===== src/rtl/uart_tx_fifo.sv =====
// UART transmitter with a ready/valid FIFO front end.
// Configurable data width, parity, stop bits and compile-time baud divisor.
//
// state | meaning
// IDLE  | line high, waiting for a queued word
// START | start bit (low)
// DATA  | data bits, LSB first
// PAR   | parity bit (only when PARITY != 0)
// STOP  | stop bit(s), line high
module uart_tx_fifo #(
    parameter int CLK_DIV    = 434,
    parameter int DATA_BITS  = 8,
    parameter int PARITY     = 0,
    parameter int STOP_BITS  = 1,
    parameter int FIFO_DEPTH = 4
) (
    input  logic                          clk,
    input  logic                          reset,
    input  logic                          tx_valid,
    input  logic [DATA_BITS-1:0]          tx_data,
    output logic                          tx_ready,
    output logic                          tx_out,
    output logic                          busy,
    output logic [$clog2(FIFO_DEPTH):0]   fifo_count
);

    localparam int AW = $clog2(FIFO_DEPTH);
    localparam logic [AW:0] FULL      = FIFO_DEPTH[AW:0];
    localparam logic [15:0] LAST_TICK = 16'(CLK_DIV - 1);
    localparam logic [3:0]  DB_LAST   = 4'(DATA_BITS - 1);
    localparam logic [3:0]  SB_LAST   = 4'(STOP_BITS - 1);

    typedef enum logic [2:0] {IDLE, START, DATA, PAR, STOP} state_t;

    logic [DATA_BITS-1:0] mem [FIFO_DEPTH];
    logic [AW-1:0]        wr_ptr, rd_ptr;
    logic [AW:0]          count_q, count_d;
    state_t               state_q, state_d;
    logic [15:0]          baud_q, baud_d;
    logic [3:0]           bit_q, bit_d;
    logic [DATA_BITS-1:0] sh_q, sh_d, head;
    logic                 par_q, par_d, tx_q, tx_d;
    logic                 push, pop, tick, start_frame;

    assign head       = mem[rd_ptr];
    assign tx_ready   = (count_q != FULL);
    assign push       = tx_valid && tx_ready;
    assign tick       = (baud_q == LAST_TICK);
    assign tx_out     = tx_q;
    assign busy       = (state_q != IDLE) || (count_q != '0);
    assign fifo_count = count_q;

    always_ff @(posedge clk) begin
        if (push) mem[wr_ptr] <= tx_data;
    end

    always_comb begin
        count_d = count_q;
        case ({push, pop})
            2'b10:   count_d = count_q + 1'b1;
            2'b01:   count_d = count_q - 1'b1;
            default: count_d = count_q;
        endcase
    end

    always_comb begin
        state_d     = state_q;
        baud_d      = baud_q;
        bit_d       = bit_q;
        sh_d        = sh_q;
        par_d       = par_q;
        tx_d        = tx_q;
        pop         = 1'b0;
        start_frame = 1'b0;
        case (state_q)
            IDLE: begin
                tx_d = 1'b1;
                if (count_q != '0) start_frame = 1'b1;
            end
            START: begin
                baud_d = baud_q + 16'd1;
                if (tick) begin
                    baud_d  = '0;
                    bit_d   = DB_LAST;
                    state_d = DATA;
                    tx_d    = sh_q[0];
                end
            end
            DATA: begin
                baud_d = baud_q + 16'd1;
                if (tick) begin
                    baud_d = '0;
                    sh_d   = sh_q >> 1;
                    if (bit_q != '0) begin
                        bit_d = bit_q - 4'd1;
                        tx_d  = sh_q[1];
                    end else if (PARITY != 0) begin
                        state_d = PAR;
                        tx_d    = par_q;
                    end else begin
                        state_d = STOP;
                        bit_d   = SB_LAST;
                        tx_d    = 1'b1;
                    end
                end
            end
            PAR: begin
                baud_d = baud_q + 16'd1;
                if (tick) begin
                    baud_d  = '0;
                    state_d = STOP;
                    bit_d   = SB_LAST;
                    tx_d    = 1'b1;
                end
            end
            STOP: begin
                baud_d = baud_q + 16'd1;
                if (tick) begin
                    baud_d = '0;
                    if (bit_q != '0)         bit_d = bit_q - 4'd1;
                    else if (count_q != '0) start_frame = 1'b1;
                    else begin
                        state_d = IDLE;
                        tx_d    = 1'b1;
                    end
                end
            end
            default: begin
                state_d = IDLE;
                tx_d    = 1'b1;
            end
        endcase
        // Pop and start share one edge, so back-to-back frames have no gap.
        if (start_frame) begin
            pop     = 1'b1;
            sh_d    = head;
            par_d   = (PARITY == 1) ? ~^head : ^head;
            state_d = START;
            baud_d  = '0;
            tx_d    = 1'b0;
        end
    end

    always_ff @(posedge clk or posedge reset) begin
        if (reset) begin
            wr_ptr  <= '0;
            rd_ptr  <= '0;
            count_q <= '0;
            state_q <= IDLE;
            baud_q  <= '0;
            bit_q   <= '0;
            sh_q    <= '0;
            par_q   <= 1'b0;
            tx_q    <= 1'b1;
        end else begin
            if (push) wr_ptr <= wr_ptr + 1'b1;
            if (pop)  rd_ptr <= rd_ptr + 1'b1;
            count_q <= count_d;
            state_q <= state_d;
            baud_q  <= baud_d;
            bit_q   <= bit_d;
            sh_q    <= sh_d;
            par_q   <= par_d;
            tx_q    <= tx_d;
        end
    end

endmodule


===== config.mk =====
export PLATFORM = sky130hd
export DESIGN_NAME = uart_tx_fifo
export DESIGN_NICKNAME = d
export VERILOG_FILES = /design/src/rtl/uart_tx_fifo.sv
export SDC_FILE = /design/constraint.sdc
export NUM_CORES = 1
export LEC_CHECK = 0
export ABC_CLOCK_PERIOD_IN_PS = 2900
export BUFFER_PORTS_ARGS = -buffer_cell sky130_fd_sc_hd__buf_2
export CAP_MARGIN = 15
export CORE_ASPECT_RATIO = 0.8
export CORE_MARGIN = 4
export CORE_UTILIZATION = 45
export DETAILED_ROUTE_END_ITERATION = 10
export PLACE_DENSITY_LB_ADDON = 0.25
export SLEW_MARGIN = 20
export SYNTH_ARGS = -nofsm -noshare
export SYNTH_HDL_FRONTEND = slang
export SYNTH_SLANG_ARGS = --single-unit

===== constraint.sdc =====
create_clock -name clk -period 2.9 [get_ports clk]
set_clock_uncertainty 0.15 [all_clocks]
set_input_delay 0.29 -clock clk [delete_from_list [all_inputs] [get_ports clk]]
set_output_delay 0.29 -clock clk [all_outputs]
set_load 0.01 [all_outputs]

==> reports/results.ini <==
[final_layout]
drive_gt1_frac = 0.2721
post-route-util = 0.5340
layout.nets = 321
stdcell_count = 410
postLayoutCellArea_um2 = 3966
area_growth_pct = 15.31
diodes = 0

[synthesis]
postSynthCellCount = 261
synthFlopType = dfrtp_1
synth_nets = 282
synth_edf_count = 32
synth.top_cells.by_count = dfrtp_1 (38), edfxtp_1 (32), nor2_1 (23)
yosys.area.top_type = edfxtp_1
yosysSeqAreaShare = 0.5635
synthArstFlopShare = 0.5493
ys_top_cells_by_area = edfxtp_1 (28%), dfrtp_1 (28%), mux2_4 (6.1%)
syn_area_um2 = 3440
yosysMostFrequentCell = dfrtp_1
ys_types = 54
synth_area_per_cell_um2 = 13.18
ys_ff_latch = 71
synth_top_area_frac = 0.2794
ys_warn_count = 0

[setup_path]
cp_cell_sequence = inv_1, ha_1, nor3b_4, and4_1, a21boi_1, or2_2, inv_1, ha_2, inv_1, fa_2, xor2_1, nor2_1, xor2_1
crit_top_cell = inv_1
critical_path.slowest_cell = dfrtp_1
end_kind = flop
cp_slowest_stage_delay_ns = 0.40
cp.arrival_ns = 2.86
critPathLaunchType = flop
worst-path-max-fanout = 3
path_delay_family = simple AND/OR/NAND/NOR gates
path_buf_inv = 3
cp.required_ns = 3.02
crit_type = flop to flop

[grt]
grt_util_all_layers = 0.1494
antenna_found_initial = 0
grt_first_pass_wirelength_um = 10470
overflow = 0
grt_max_degree = 25
grt_pass1_vias = 2109

[timing]
fin_worst_hold_slack_ns = -0.01662
slew_headroom = 0.3775
fmax_ghz = 0.3646
tightest_slew_ns = 0.9327
fin_crit_ns = 2.742
fin_ws_ns = 0.1576
drv_slew = 0
finalHoldViolCount = 15
setup_viol = 0
min_period_over_period = 0.9457

[die]
io_pins = 17
initial_core_util = 0.4631
core_um2 = 7427
fp.dieArea_um2 = 9115
fp.dieW_um = 105.7
dieHeight_um = 86.20
num_rows = 28

[clock_network]
htree_levels = 3
cts_buffers = 9
cts_tree = done
clock_path_buffers = 2
cts-root-buf = clkbuf_8
clkTransAtPathRegs_ns = 0.08
clock_sinks = 71
insertion_delay_ns = 0.35

[worst_hold_path]
min_path_type = input pin to async pin

[place]
placedCellCount = 384
pre_cts_slack_ns = 0.1403
dp_hpwl_um = 4297
portBuffers = 16
place_congestion = 0.7645
post_dp_cell_area_um2 = 3685

[power]
p_leak_nw = 1.718
power_density_nw_per_um2 = 567.8
fin_total_pwr_mw = 2.252
vdd_ir_drop_max_mv = 0.3712

[status]
status = finished, violations left
failed_checks = negative hold slack

[drt]
dr.pass1.iters = 4
wl_per_cell_um = 14.83
wirelength_um = 6082
ant_nets = 0
drt_iter0_markers = 94
viasPerCell = 5.020
drc = 0
vias = 2058

[run]
cap_violations = 0

-- state kept, by name (all words and copies together) (netlist names) --
name	flops
fifo_count	3
tx_out	1
mem	32
rd_ptr	2
wr_ptr	2
bit_q	4
state_q	3
sh_q	8
baud_q	16
-- through the flow --
stage	hold slack, ns	TNS [ns]
after global routing	0.004836	-0.004482
after detailed placement	0.3465	0
after global placement	0.3441	0
final	-0.01662	0
after floorplan	0.2389	0
after CTS	0.004125	0
-- what timing repair did --
item | 4_1_cts | 5_1_grt
hold buffers | 7 | 0
setup buffers | 0 | 3
endpoints found under the hold margin | 25 | 0
setup endpoints to repair | 0 | 1
resized for setup | 0 | 4
-- worst reg2reg max path, stage by stage (launching register included) --
cell      delay, ns
dfrtp_1        0.40
inv_1          0.06
ha_1           0.15
nor3b_4        0.21
and4_1         0.24
a21boi_1       0.09
or2_2          0.29
inv_1          0.09
ha_2           0.19
inv_1          0.05
fa_2           0.34
xor2_1         0.15
nor2_1         0.11
xor2_1         0.14
-- cell usage in the layout, fill, tap and decap left out, types with 2 or more instances in the layout --
cell type      netlist  final
nand2b_1             3      3
nor3b_1              5      3
nor3_1               6      6
and3_1               6      6
nand2_1             15     15
xnor2_1              9      9
nor2_1              23     23
buf_4                2     13
nand3_1              8      8
dfrtp_1             38     38
and4_1               4      4
mux2_4              14     14
o21ai_0             11     11
clkinv_2             0      2
or2_2                2      2
o22ai_1              2      2
edfxtp_1            32     32
a31oi_1              2      2
dlygate4sd3_1        0      7
xor2_1              11     11
mux2_2               2      2
clkbuf_8             0      9
mux4_2               8      8
clkinv_4             0      3
buf_2                1     16
inv_1               15     15
ha_1                 9      8
-- per-layer routing --
metal	track usage	part of all wire
met1	0.2141	0.52
met2	0.2141	0.45
met3	0.05138	0.030
met4	0.04941	0.0021
met5	0	0
-- power by group --
part           internal (mW)  total [mW]  switching, mW
clock network          0.315       0.688          0.374
registers               1.19        1.24         0.0541
logic                  0.135       0.322          0.187
-- layout make-up --
class / count / area [µm²]
fillers: 647 / 3461
multi-input cells: 167 / 1420
inverters: 15 / 56.30
flip-flops and latches: 71 / 1938
repair buffers: 36 / 247.7
well taps: 105 / 131.4
clock inverters: 6 / 45.04
clock buffers: 10 / 127.6
-- worst paths after layout --
path | depth (start not counted) | from | slack (ns) | end
setup / recovery | 13 | baud_q[1] | 0.16 | fifo_count[2]
hold reg to reg | 1 | tx_out | 0.36 | tx_out
max in group asynchronous | 3 | reset | 1.85 | tx_out
min in group clk | 1 | tx_data[0] | 0.02 | mem[2][0]
hold / removal | 2 | reset | -0.02 | wr_ptr[1]
setup reg to reg | 13 | baud_q[1] | 0.16 | fifo_count[2]
-- cells by family after synthesis --
family | count (synthesis) | synth area share
fa+ha+maj | 10 | 0.03856
xor+xnor | 20 | 0.05093
mux | 25 | 0.1230
compound gates | 29 | 0.05675
buf+inv | 23 | 0.02982
flops | 71 | 0.5635
simple gates | 83 | 0.1375
(Power assumes the default switching activity.)
